[config.mk]
export PLATFORM = sky130hd
export DESIGN_NAME = dm_sba_arbiter_flat
export DESIGN_NICKNAME = d
export VERILOG_FILES = /design/src/rtl/dm_sba_arbiter_pkg.sv /design/src/rtl/dm_sba_arbiter_if.sv /design/src/rtl/dm_sba_arbiter_rr_pick.sv /design/src/rtl/dm_sba_arbiter.sv /design/src/flat_wrapper.sv
export SDC_FILE = /design/constraint.sdc
export NUM_CORES = 1
export LEC_CHECK = 0
export BUFFER_PORTS_ARGS = -buffer_cell sky130_fd_sc_hd__buf_2
export CAP_MARGIN = 10
export CORE_AREA = 2 2 224 226
export DETAILED_ROUTE_END_ITERATION = 7
export DIE_AREA = 0 0 226 228
export PLACE_DENSITY = 0.42
export SLEW_MARGIN = 20
export SYNTH_ARGS = -nofsm -noshare
export SYNTH_HDL_FRONTEND = slang
export SYNTH_SLANG_ARGS = --single-unit
[constraint.sdc]
create_clock -name clk_i -period 2.5 [get_ports clk_i]
set_clock_uncertainty 0.05 [all_clocks]
set_input_delay 0.25 -clock clk_i [delete_from_list [all_inputs] [get_ports clk_i]]
set_output_delay 0.25 -clock clk_i [all_outputs]
set_load 0.01 [all_outputs]
[src/rtl/dm_sba_arbiter_pkg.sv]
// Shared types for the debug-module system-bus arbiter: FSM states, the
// captured request record, the adapter request type and the port-index width
// helper. The RSP state exists only when DM_SBA_ARB_RSP_REG_EN is defined.
package dm_sba_arbiter_pkg;

    // Adapter request kind; this arbiter only ever issues single-word requests.
    typedef enum logic [1:0] {
        SINGLE_REQ     = 2'd0,
        CACHE_LINE_REQ = 2'd1
    } ad_req_t;

    typedef enum logic [1:0] {
        IDLE     = 2'd0,
        ISSUE    = 2'd1,
        WAIT_RSP = 2'd2
`ifdef DM_SBA_ARB_RSP_REG_EN
        ,RSP     = 2'd3
`endif
    } arb_state_e;

    // Request fields captured from the winning port at grant time.
    typedef struct packed {
        logic        we;
        logic [63:0] addr;
        logic [63:0] wdata;
        logic [7:0]  be;
        logic [1:0]  size;
    } arb_req_t;

    // Port-index width; a single port still gets a 1-bit index tied to 0.
    function automatic int idx_w(input int n);
        return (n > 1) ? $clog2(n) : 1;
    endfunction

endpackage

[src/rtl/dm_sba_arbiter_if.sv]
// Bus bundle between the debug-module requesters, the arbiter and the AXI
// adapter. The slave modport is the arbiter's view; master is the view of
// the surrounding environment (requesters plus adapter).
interface dm_sba_arbiter_if #(
    parameter int NrPorts    = 2,
    parameter int AxiIdWidth = 10
) ();
    import dm_sba_arbiter_pkg::*;

    // Requester side
    logic [NrPorts-1:0]         req_i;
    logic [NrPorts-1:0]         we_i;
    logic [NrPorts-1:0][63:0]   addr_i;
    logic [NrPorts-1:0][63:0]   wdata_i;
    logic [NrPorts-1:0][7:0]    be_i;
    logic [NrPorts-1:0][1:0]    size_i;
    logic [NrPorts-1:0]         gnt_o;
    logic [NrPorts-1:0]         rvalid_o;
    logic [63:0]                rdata_o;
    logic                       err_o;
    logic                       clr_err_i;

    // Adapter side
    logic                       req_o;
    ad_req_t                    type_o;
    logic                       we_o;
    logic [63:0]                addr_o;
    logic [63:0]                wdata_o;
    logic [7:0]                 be_o;
    logic [1:0]                 size_o;
    logic [AxiIdWidth-1:0]      id_o;
    logic                       gnt_i;
    logic                       valid_i;
    logic [63:0]                rdata_i;
    logic [AxiIdWidth-1:0]      id_i;

    modport slave (
        input  req_i, we_i, addr_i, wdata_i, be_i, size_i, clr_err_i,
               gnt_i, valid_i, rdata_i, id_i,
        output gnt_o, rvalid_o, rdata_o, err_o,
               req_o, type_o, we_o, addr_o, wdata_o, be_o, size_o, id_o
    );

    modport master (
        output req_i, we_i, addr_i, wdata_i, be_i, size_i, clr_err_i,
               gnt_i, valid_i, rdata_i, id_i,
        input  gnt_o, rvalid_o, rdata_o, err_o,
               req_o, type_o, we_o, addr_o, wdata_o, be_o, size_o, id_o
    );

endinterface

[src/rtl/dm_sba_arbiter_rr_pick.sv]
// Combinational round-robin selector: the first asserted request at or after
// the pointer (wrapping) wins. Reports the winner one-hot, as an index, and
// whether any request was present.
module dm_sba_arbiter_rr_pick #(
    parameter int NrPorts = 2,
    parameter int IdxW    = 1
) (
    input  logic [NrPorts-1:0] i_req,
    input  logic [IdxW-1:0]    i_ptr,
    output logic [NrPorts-1:0] o_onehot,
    output logic [IdxW-1:0]    o_idx,
    output logic               o_any
);

    // Scan ports in priority order starting from the pointer.
    always_comb begin
        int j;
        // NOTE: every output gets a default before the scan so no path leaves it unassigned (no latch).
        o_onehot = '0;
        o_idx    = '0;
        o_any    = 1'b0;
        j        = 0;
        for (int off = 0; off < NrPorts; off++) begin
            j = int'(i_ptr) + off;
            if (j >= NrPorts) j = j - NrPorts;
            for (int p = 0; p < NrPorts; p++) begin
                if (p == j && i_req[p] && !o_any) begin
                    o_any       = 1'b1;
                    o_idx       = IdxW'(p);
                    o_onehot[p] = 1'b1;
                end
            end
        end
    end

endmodule

[src/rtl/dm_sba_arbiter.sv]
// Round-robin arbiter merging NrPorts single-word debug-module requesters onto
// the AXI adapter request port, one transaction outstanding at a time, and
// routing each response back to the port that issued it.
// Optional: DM_SBA_ARB_RSP_REG_EN registers the response (adds the RSP state,
// one cycle of valid_i -> rvalid_o latency, flopped rdata_o).
module dm_sba_arbiter
    import dm_sba_arbiter_pkg::*;
#(
    parameter int NrPorts    = 2,
    parameter int AxiIdWidth = 10
) (
    input logic             clk_i,
    input logic             rst_ni,
    dm_sba_arbiter_if.slave bus
);

    localparam int IDX_W = idx_w(NrPorts);

    arb_state_e         r_state, w_state_d;
    logic [IDX_W-1:0]   r_ptr, w_ptr_d, w_ptr_next;
    logic [IDX_W-1:0]   r_owner, w_pick_idx;
    logic [NrPorts-1:0] w_pick_oh, w_owner_oh, w_gnt, w_rvalid;
    logic               w_pick_any, w_capture, w_req;
    logic               r_err, w_err_d, w_err_set, w_id_mismatch;
    arb_req_t           r_cap, w_cap_d;

    dm_sba_arbiter_rr_pick #(
        .NrPorts (NrPorts),
        .IdxW    (IDX_W)
    ) u_rr_pick (
        .i_req    (bus.req_i),
        .i_ptr    (r_ptr),
        .o_onehot (w_pick_oh),
        .o_idx    (w_pick_idx),
        .o_any    (w_pick_any)
    );

    // Pointer moves just past the winner; with one port it stays at 0.
    assign w_ptr_next = (int'(w_pick_idx) == NrPorts - 1) ? '0 : w_pick_idx + IDX_W'(1);

    assign w_cap_d = '{
        we:    bus.we_i[w_pick_idx],
        addr:  bus.addr_i[w_pick_idx],
        wdata: bus.wdata_i[w_pick_idx],
        be:    bus.be_i[w_pick_idx],
        size:  bus.size_i[w_pick_idx]
    };

    assign w_id_mismatch = (bus.id_i != AxiIdWidth'(r_owner));

    // Decode the transaction owner to a one-hot completion vector.
    always_comb begin
        w_owner_oh          = '0;
        w_owner_oh[r_owner] = 1'b1;
    end

`ifdef DM_SBA_ARB_RSP_REG_EN
    logic [63:0]        r_rsp_data;
    logic [IDX_W-1:0]   r_rsp_owner;
    logic [NrPorts-1:0] w_rsp_owner_oh;

    // Decode the registered response owner for the RSP cycle.
    always_comb begin
        w_rsp_owner_oh              = '0;
        w_rsp_owner_oh[r_rsp_owner] = 1'b1;
    end

    // Register the adapter response and its owner when it arrives.
    always_ff @(posedge clk_i or negedge rst_ni) begin
        if (!rst_ni) begin
            r_rsp_data  <= '0;
            r_rsp_owner <= '0;
        end else if (r_state == WAIT_RSP && bus.valid_i) begin
            r_rsp_data  <= bus.rdata_i;
            r_rsp_owner <= r_owner;
        end
    end
`else
    logic [63:0] w_rdata;
`endif

    // State, pointer, sticky error and the captured request.
    always_ff @(posedge clk_i or negedge rst_ni) begin
        if (!rst_ni) begin
            // NOTE: the capture registers are reset too so the adapter never sees X fields after reset.
            r_state <= IDLE;
            r_ptr   <= '0;
            r_err   <= 1'b0;
            r_owner <= '0;
            r_cap   <= '0;
        end else begin
            // NOTE: non-blocking assignments keep every register updating from pre-edge values.
            r_state <= w_state_d;
            r_ptr   <= w_ptr_d;
            r_err   <= w_err_d;
            if (w_capture) begin
                r_owner <= w_pick_idx;
                r_cap   <= w_cap_d;
            end
        end
    end

    // Next-state logic and per-state outputs.
    always_comb begin
        w_state_d = r_state;
        w_ptr_d   = r_ptr;
        w_capture = 1'b0;
        w_gnt     = '0;
        w_req     = 1'b0;
        w_rvalid  = '0;
        w_err_set = 1'b0;
`ifndef DM_SBA_ARB_RSP_REG_EN
        w_rdata   = '0;
`endif
        unique case (r_state)
            IDLE: begin
                if (w_pick_any) begin
                    w_gnt     = w_pick_oh;
                    w_capture = 1'b1;
                    w_ptr_d   = w_ptr_next;
                    w_state_d = ISSUE;
                end
            end
            ISSUE: begin
                w_req = 1'b1;
                if (bus.gnt_i) w_state_d = WAIT_RSP;
            end
            WAIT_RSP: begin
                if (bus.valid_i) begin
                    // A wrong response ID still completes toward the owner.
                    w_err_set = w_id_mismatch;
`ifdef DM_SBA_ARB_RSP_REG_EN
                    w_state_d = RSP;
`else
                    w_rvalid  = w_owner_oh;
                    w_rdata   = bus.rdata_i;
                    w_state_d = IDLE;
`endif
                end
            end
`ifdef DM_SBA_ARB_RSP_REG_EN
            RSP: begin
                w_rvalid  = w_rsp_owner_oh;
                w_state_d = IDLE;
            end
`endif
            default: w_state_d = IDLE;
        endcase

        // A response with nothing outstanding is flagged and dropped.
        if (bus.valid_i && r_state != WAIT_RSP) w_err_set = 1'b1;

        // Setting wins over a simultaneous clear.
        w_err_d = w_err_set | (r_err & ~bus.clr_err_i);
    end

    assign bus.gnt_o    = w_gnt;
    assign bus.rvalid_o = w_rvalid;
    assign bus.err_o    = r_err;
    assign bus.req_o    = w_req;
    assign bus.type_o   = SINGLE_REQ;
    assign bus.we_o     = r_cap.we;
    assign bus.addr_o   = r_cap.addr;
    assign bus.wdata_o  = r_cap.wdata;
    assign bus.be_o     = r_cap.be;
    assign bus.size_o   = r_cap.size;
    assign bus.id_o     = AxiIdWidth'(r_owner);
`ifdef DM_SBA_ARB_RSP_REG_EN
    assign bus.rdata_o  = r_rsp_data;
`else
    assign bus.rdata_o  = w_rdata;
`endif

endmodule
[src/flat_wrapper.sv]
// flat-port wrapper written by rule: the top's interface ports become plain ports
module dm_sba_arbiter_flat import dm_sba_arbiter_pkg::*;
#(
    parameter int NrPorts    = 2,
    parameter int AxiIdWidth = 10
)
  (clk_i, rst_ni, bus_req_i, bus_we_i, bus_addr_i, bus_wdata_i, bus_be_i, bus_size_i, bus_clr_err_i, bus_gnt_i, bus_valid_i, bus_rdata_i, bus_id_i, bus_gnt_o, bus_rvalid_o, bus_rdata_o, bus_err_o, bus_req_o, bus_type_o, bus_we_o, bus_addr_o, bus_wdata_o, bus_be_o, bus_size_o, bus_id_o);
  dm_sba_arbiter_if #(.NrPorts(NrPorts), .AxiIdWidth(AxiIdWidth)) bus_i ();
  input logic clk_i;
  input logic rst_ni;
  input wire logic [$bits(bus_i.req_i)-1:0] bus_req_i;
  input wire logic [$bits(bus_i.we_i)-1:0] bus_we_i;
  input wire logic [$bits(bus_i.addr_i)-1:0] bus_addr_i;
  input wire logic [$bits(bus_i.wdata_i)-1:0] bus_wdata_i;
  input wire logic [$bits(bus_i.be_i)-1:0] bus_be_i;
  input wire logic [$bits(bus_i.size_i)-1:0] bus_size_i;
  input wire logic [$bits(bus_i.clr_err_i)-1:0] bus_clr_err_i;
  input wire logic [$bits(bus_i.gnt_i)-1:0] bus_gnt_i;
  input wire logic [$bits(bus_i.valid_i)-1:0] bus_valid_i;
  input wire logic [$bits(bus_i.rdata_i)-1:0] bus_rdata_i;
  input wire logic [$bits(bus_i.id_i)-1:0] bus_id_i;
  output wire logic [$bits(bus_i.gnt_o)-1:0] bus_gnt_o;
  output wire logic [$bits(bus_i.rvalid_o)-1:0] bus_rvalid_o;
  output wire logic [$bits(bus_i.rdata_o)-1:0] bus_rdata_o;
  output wire logic [$bits(bus_i.err_o)-1:0] bus_err_o;
  output wire logic [$bits(bus_i.req_o)-1:0] bus_req_o;
  output wire logic [$bits(bus_i.type_o)-1:0] bus_type_o;
  output wire logic [$bits(bus_i.we_o)-1:0] bus_we_o;
  output wire logic [$bits(bus_i.addr_o)-1:0] bus_addr_o;
  output wire logic [$bits(bus_i.wdata_o)-1:0] bus_wdata_o;
  output wire logic [$bits(bus_i.be_o)-1:0] bus_be_o;
  output wire logic [$bits(bus_i.size_o)-1:0] bus_size_o;
  output wire logic [$bits(bus_i.id_o)-1:0] bus_id_o;
  assign bus_i.req_i = bus_req_i;
  assign bus_i.we_i = bus_we_i;
  assign bus_i.addr_i = bus_addr_i;
  assign bus_i.wdata_i = bus_wdata_i;
  assign bus_i.be_i = bus_be_i;
  assign bus_i.size_i = bus_size_i;
  assign bus_i.clr_err_i = bus_clr_err_i;
  assign bus_i.gnt_i = bus_gnt_i;
  assign bus_i.valid_i = bus_valid_i;
  assign bus_i.rdata_i = bus_rdata_i;
  assign bus_i.id_i = bus_id_i;
  assign bus_gnt_o = bus_i.gnt_o;
  assign bus_rvalid_o = bus_i.rvalid_o;
  assign bus_rdata_o = bus_i.rdata_o;
  assign bus_err_o = bus_i.err_o;
  assign bus_req_o = bus_i.req_o;
  assign bus_type_o = bus_i.type_o;
  assign bus_we_o = bus_i.we_o;
  assign bus_addr_o = bus_i.addr_o;
  assign bus_wdata_o = bus_i.wdata_o;
  assign bus_be_o = bus_i.be_o;
  assign bus_size_o = bus_i.size_o;
  assign bus_id_o = bus_i.id_o;
  dm_sba_arbiter #(.NrPorts(NrPorts), .AxiIdWidth(AxiIdWidth)) u_core (.clk_i(clk_i), .rst_ni(rst_ni), .bus(bus_i));
endmodule
==> impl_metrics.py <==
metrics = {
    "setup_path": {
        "crit_arrival_ns": 2.58,
        "r2r-end": "u_core.bus.wdata_o[46]$_DFFE_PN0P_",
        "crit_fanout": 75,
        "r2r_start": "u_core.r_state[1]$_DFFE_PN0P_",
        "crit_family": "buffers and inverters",
        "reg2reg_depth": 5,
        "cpMaxStageDelayCell": "dlygate4sd3_1",
        "critical_path_class": "reg2reg",
        "startpoint": "u_core.r_state[1]$_DFFE_PN0P_",
        "reg2reg_slack_ns": 0.21,
        "critPathCaptureType": "flop",
        "path_cells": "nor2_4 -> buf_12 -> a21boi_0 -> a221o_1 -> dlygate4sd3_1",
        "path_buf_inv": 2,
        "crit_required_ns": 2.80,
        "crit_end": "u_core.bus.wdata_o[46]$_DFFE_PN0P_",
        "cp-start-kind": "flop",
        "slowest_delay_ns": 0.58,
        "crit_cells": 5,
    },
    "synthesis": {
        "ys_top_cells_by_area": "dfrtp_1 (51%), a221o_1 (20%), a21boi_0 (15%), and2_1 (5.8%), clkbuf_1 (2.0%)",
        "ys_seq_elements": 144,
        "synth.distinct_cells": 25,
        "synth-simple-area-share_pct": 7.082,
        "synth_top_family_by_area": "compound AO/OA/AOI/OAI gates",
        "netlist_area_um2": 7049,
        "netlist_instances": 595,
        "synth_top_area_share_pct": 51.12,
        "synthFlopType": "dfrtp_1",
        "async_flop_share_pct": 100.0,
        "synthAdderAreaFrac_pct": 0,
        "synth_compound_area_share_pct": 34.98,
        "yosysTopAreaCell": "dfrtp_1",
        "yosysWarnings": 0,
        "yosysSeqAreaShare_pct": 51.12,
        "synth-edff-count": 0,
        "syn_area_per_cell_um2": 11.85,
        "synth.area.mux_share_pct": 0,
        "synthXorXnorAreaFrac_pct": 0.1242,
    },
    "power": {
        "power_frac_comb_pct": 55.7,
        "ir_worst_vdd_mv": 0.6048,
        "p_sw_mw": 5.341,
        "internal_power_mw": 9.689,
        "netSwitchingFraction_pct": 35.53,
        "power.share.sequential_pct": 26.7,
        "clkPwrFrac_pct": 17.6,
        "p_per_area_nw_per_um2": 1075,
        "p_leak_nw": 6.937,
    },
    "detailed_routing": {
        "drt_wl_total_um": 37520,
        "ant_nets": 0,
        "drc": 0,
        "dr.pass1.iters": 4,
        "drt_iter0_markers": 379,
        "viasPerCell": 4.152,
        "routedWlPerCell_um": 17.94,
        "num_vias": 8682,
    },
    "floorplan": {
        "num_rows": 82,
        "start_util_pct": 14.28,
        "die_w_um": 226,
        "die_h_um": 228,
        "dieArea_um2": 51530,
        "ioPinCount": 580,
        "core-area_um2": 49350,
    },
    "clock_network": {
        "cts_tree": "built",
        "cts_buffer_depth": 2,
        "clkTransAtPathRegs_ns": 0.06,
        "cts_inserted_buffers": 17,
        "htreeDepth": 4,
        "post_cts_buffers": 0,
        "clkSinkCount": 144,
        "clkLatencyLatePin_ns": 0.47,
        "cts-root-buf": "clkbuf_16",
    },
    "final_layout": {
        "layout_common_cells": "buf_2 (567), dlygate4sd3_1 (283), dfrtp_1 (144)",
        "layout_commonest_cell": "buf_2",
        "layout-drive-gt1-share_pct": 43.40,
        "nets": 1763,
        "area_growth_pct": 98.33,
        "fill_cells": 5228,
    },
    "grt": {
        "track_usage_pct": 14.24,
        "use_met3_pct": 4.096,
        "top_usage_layer": "met2",
        "grt_pass1_vias": 9354,
        "met1_usage_pct": 13.28,
        "grt_max_degree": 76,
        "grt_pass1_wl_um": 54450,
        "met2_usage_pct": 25.92,
        "grt_overflow_total": 0,
        "antenna_found_initial": 2,
    },
    "run": {
        "maxCapViolCount": 0,
    },
    "hold_path": {
        "min_path_type": "in2reg",
        "hold_path.startpoint": "bus_id_i[4]",
    },
    "timing": {
        "tightest_slew_ns": 0.7432,
        "min_period_ns": 2.287,
        "hold_viol": 0,
        "slew_viol_final": 0,
        "hold_ws_ns": 0.1730,
        "finalSetupViolations": 0,
        "slew-limit-headroom_pct": 50.45,
        "fin_crit_sh_pct": 91.47,
        "tns_ns": 0,
        "rsz0062_at_grt": "false",
        "fmax_ghz": 0.4373,
    },
    "placement": {
        "numPortBuffers": 568,
        "gp_congestion": 0.8229,
        "dpl.hpwl_um": 25910,
    },
    "outcome": {
        "status": "completed",
    },
}
==> worst reg2reg max path, stage by stage, from the launching register on <==
cell,delay [ns]
dfrtp_1,0.43
nor2_4,0.22
buf_12,0.28
a21boi_0,0.31
a221o_1,0.30
dlygate4sd3_1,0.58
==> metrics by stage <==
step / util [%] / cells / area [µm²] / power, mW / setup WS (ns)
final: 28.33 / 2091 / 13980 / 15.03 / 0.2131
after global placement: 21.38 / 1774 / 10550 / 10.09 / 0.7368
after detailed placement: 21.38 / 1774 / 10550 / 10.07 / 0.7308
after CTS: 28.32 / 2089 / 13980 / 15.05 / 0.1868
after floorplan: - / 605 / 7087 / 7.530 / 0.9048
after global routing: 28.33 / 2091 / 13980 / 16.02 / 0.1126
==> registers in the layout, summed over array words and instances, names as in the netlist <==
register / flops
u_core.r_owner: 1
u_core.bus.we_o: 1
u_core.bus.be_o: 8
u_core.bus.addr_o: 64
u_core.r_ptr: 1
u_core.bus.wdata_o: 64
u_core.bus.err_o: 1
u_core.r_state: 2
u_core.bus.size_o: 2
==> metal layers <==
layer / routed length [µm] / part of all wire, % / vias to the layer above
met5: 0 / 0 / -
met4: 2514 / 6.7 / 0
met3: 2688 / 7.2 / 81
met2: 19520 / 52 / 460
met1: 12790 / 34 / 4226
li1: - / - / 3915
==> how the worst min path moves through the flow <==
stage	end	slack, ns	cells after the start
floorplan	u_core.bus.addr_o[0]$_DFFE_PN0P_	-0.1	0
global placement	u_core.bus.wdata_o[50]$_DFFE_PN0P_	0.17	1
detailed placement	u_core.bus.wdata_o[50]$_DFFE_PN0P_	0.16	1
CTS	u_core.bus.err_o$_DFF_PN0_	0.12	4
global route	u_core.bus.err_o$_DFF_PN0_	0.16	4
finish	u_core.bus.err_o$_DFF_PN0_	0.17	4
==> kinds of logic after synthesis <==
| group | Yosys count |
|---|---|
| xor gates and xnor gates | 1 |
| other | 1 |
| DFF | 144 |
| AOI/OAI and AO/OA | 283 |
| buffers and inverters | 85 |
| and+or+nand+nor | 81 |
==> power groups by stage <==
stage	logic (mW)	registers (mW)	clock network, mW
final	8.37	4.01	2.65
after global routing	9.03	4.15	2.84
after CTS	8.28	4.00	2.77
after detailed placement	6.06	4.01	0
after global placement	6.08	4.01	0
after floorplan	3.01	4.52	0
==> cell type report <==
class / instances / area (µm²) / area share, %
flip-flops and latches: 144 / 3603 / 25.77
well taps: 672 / 840.8 / 6.014
repair buffers: 862 / 5889 / 42.12
diodes: 2 / 5.005 / 0.03580
multi-input cells: 376 / 3040 / 21.75
clock inverters: 12 / 133.9 / 0.9576
clock buffers: 20 / 456.7 / 3.267
inverters: 3 / 11.26 / 0.08054
==> synthesized netlist by cell type (2+ instances only) <==
| library cell | instances |
|---|---|
| dfrtp_1 | 144 |
| a221o_1 | 139 |
| clkbuf_1 | 37 |
| buf_4 | 12 |
| and2_1 | 65 |
| inv_1 | 3 |
| nor3_1 | 2 |
| a21o_1 | 2 |
| nand2b_1 | 3 |
| nand2_1 | 3 |
| a21boi_0 | 138 |
| buf_6 | 10 |
| and3_1 | 2 |
| o21ai_0 | 2 |
| buf_2 | 23 |
==> what timing repair did <==
item                                   in CTS  in global routing
hold buffers                              283                  0
gates resized for setup                     0                  0
endpoints found under the hold margin     181                  0
(Power assumes the default switching activity.)
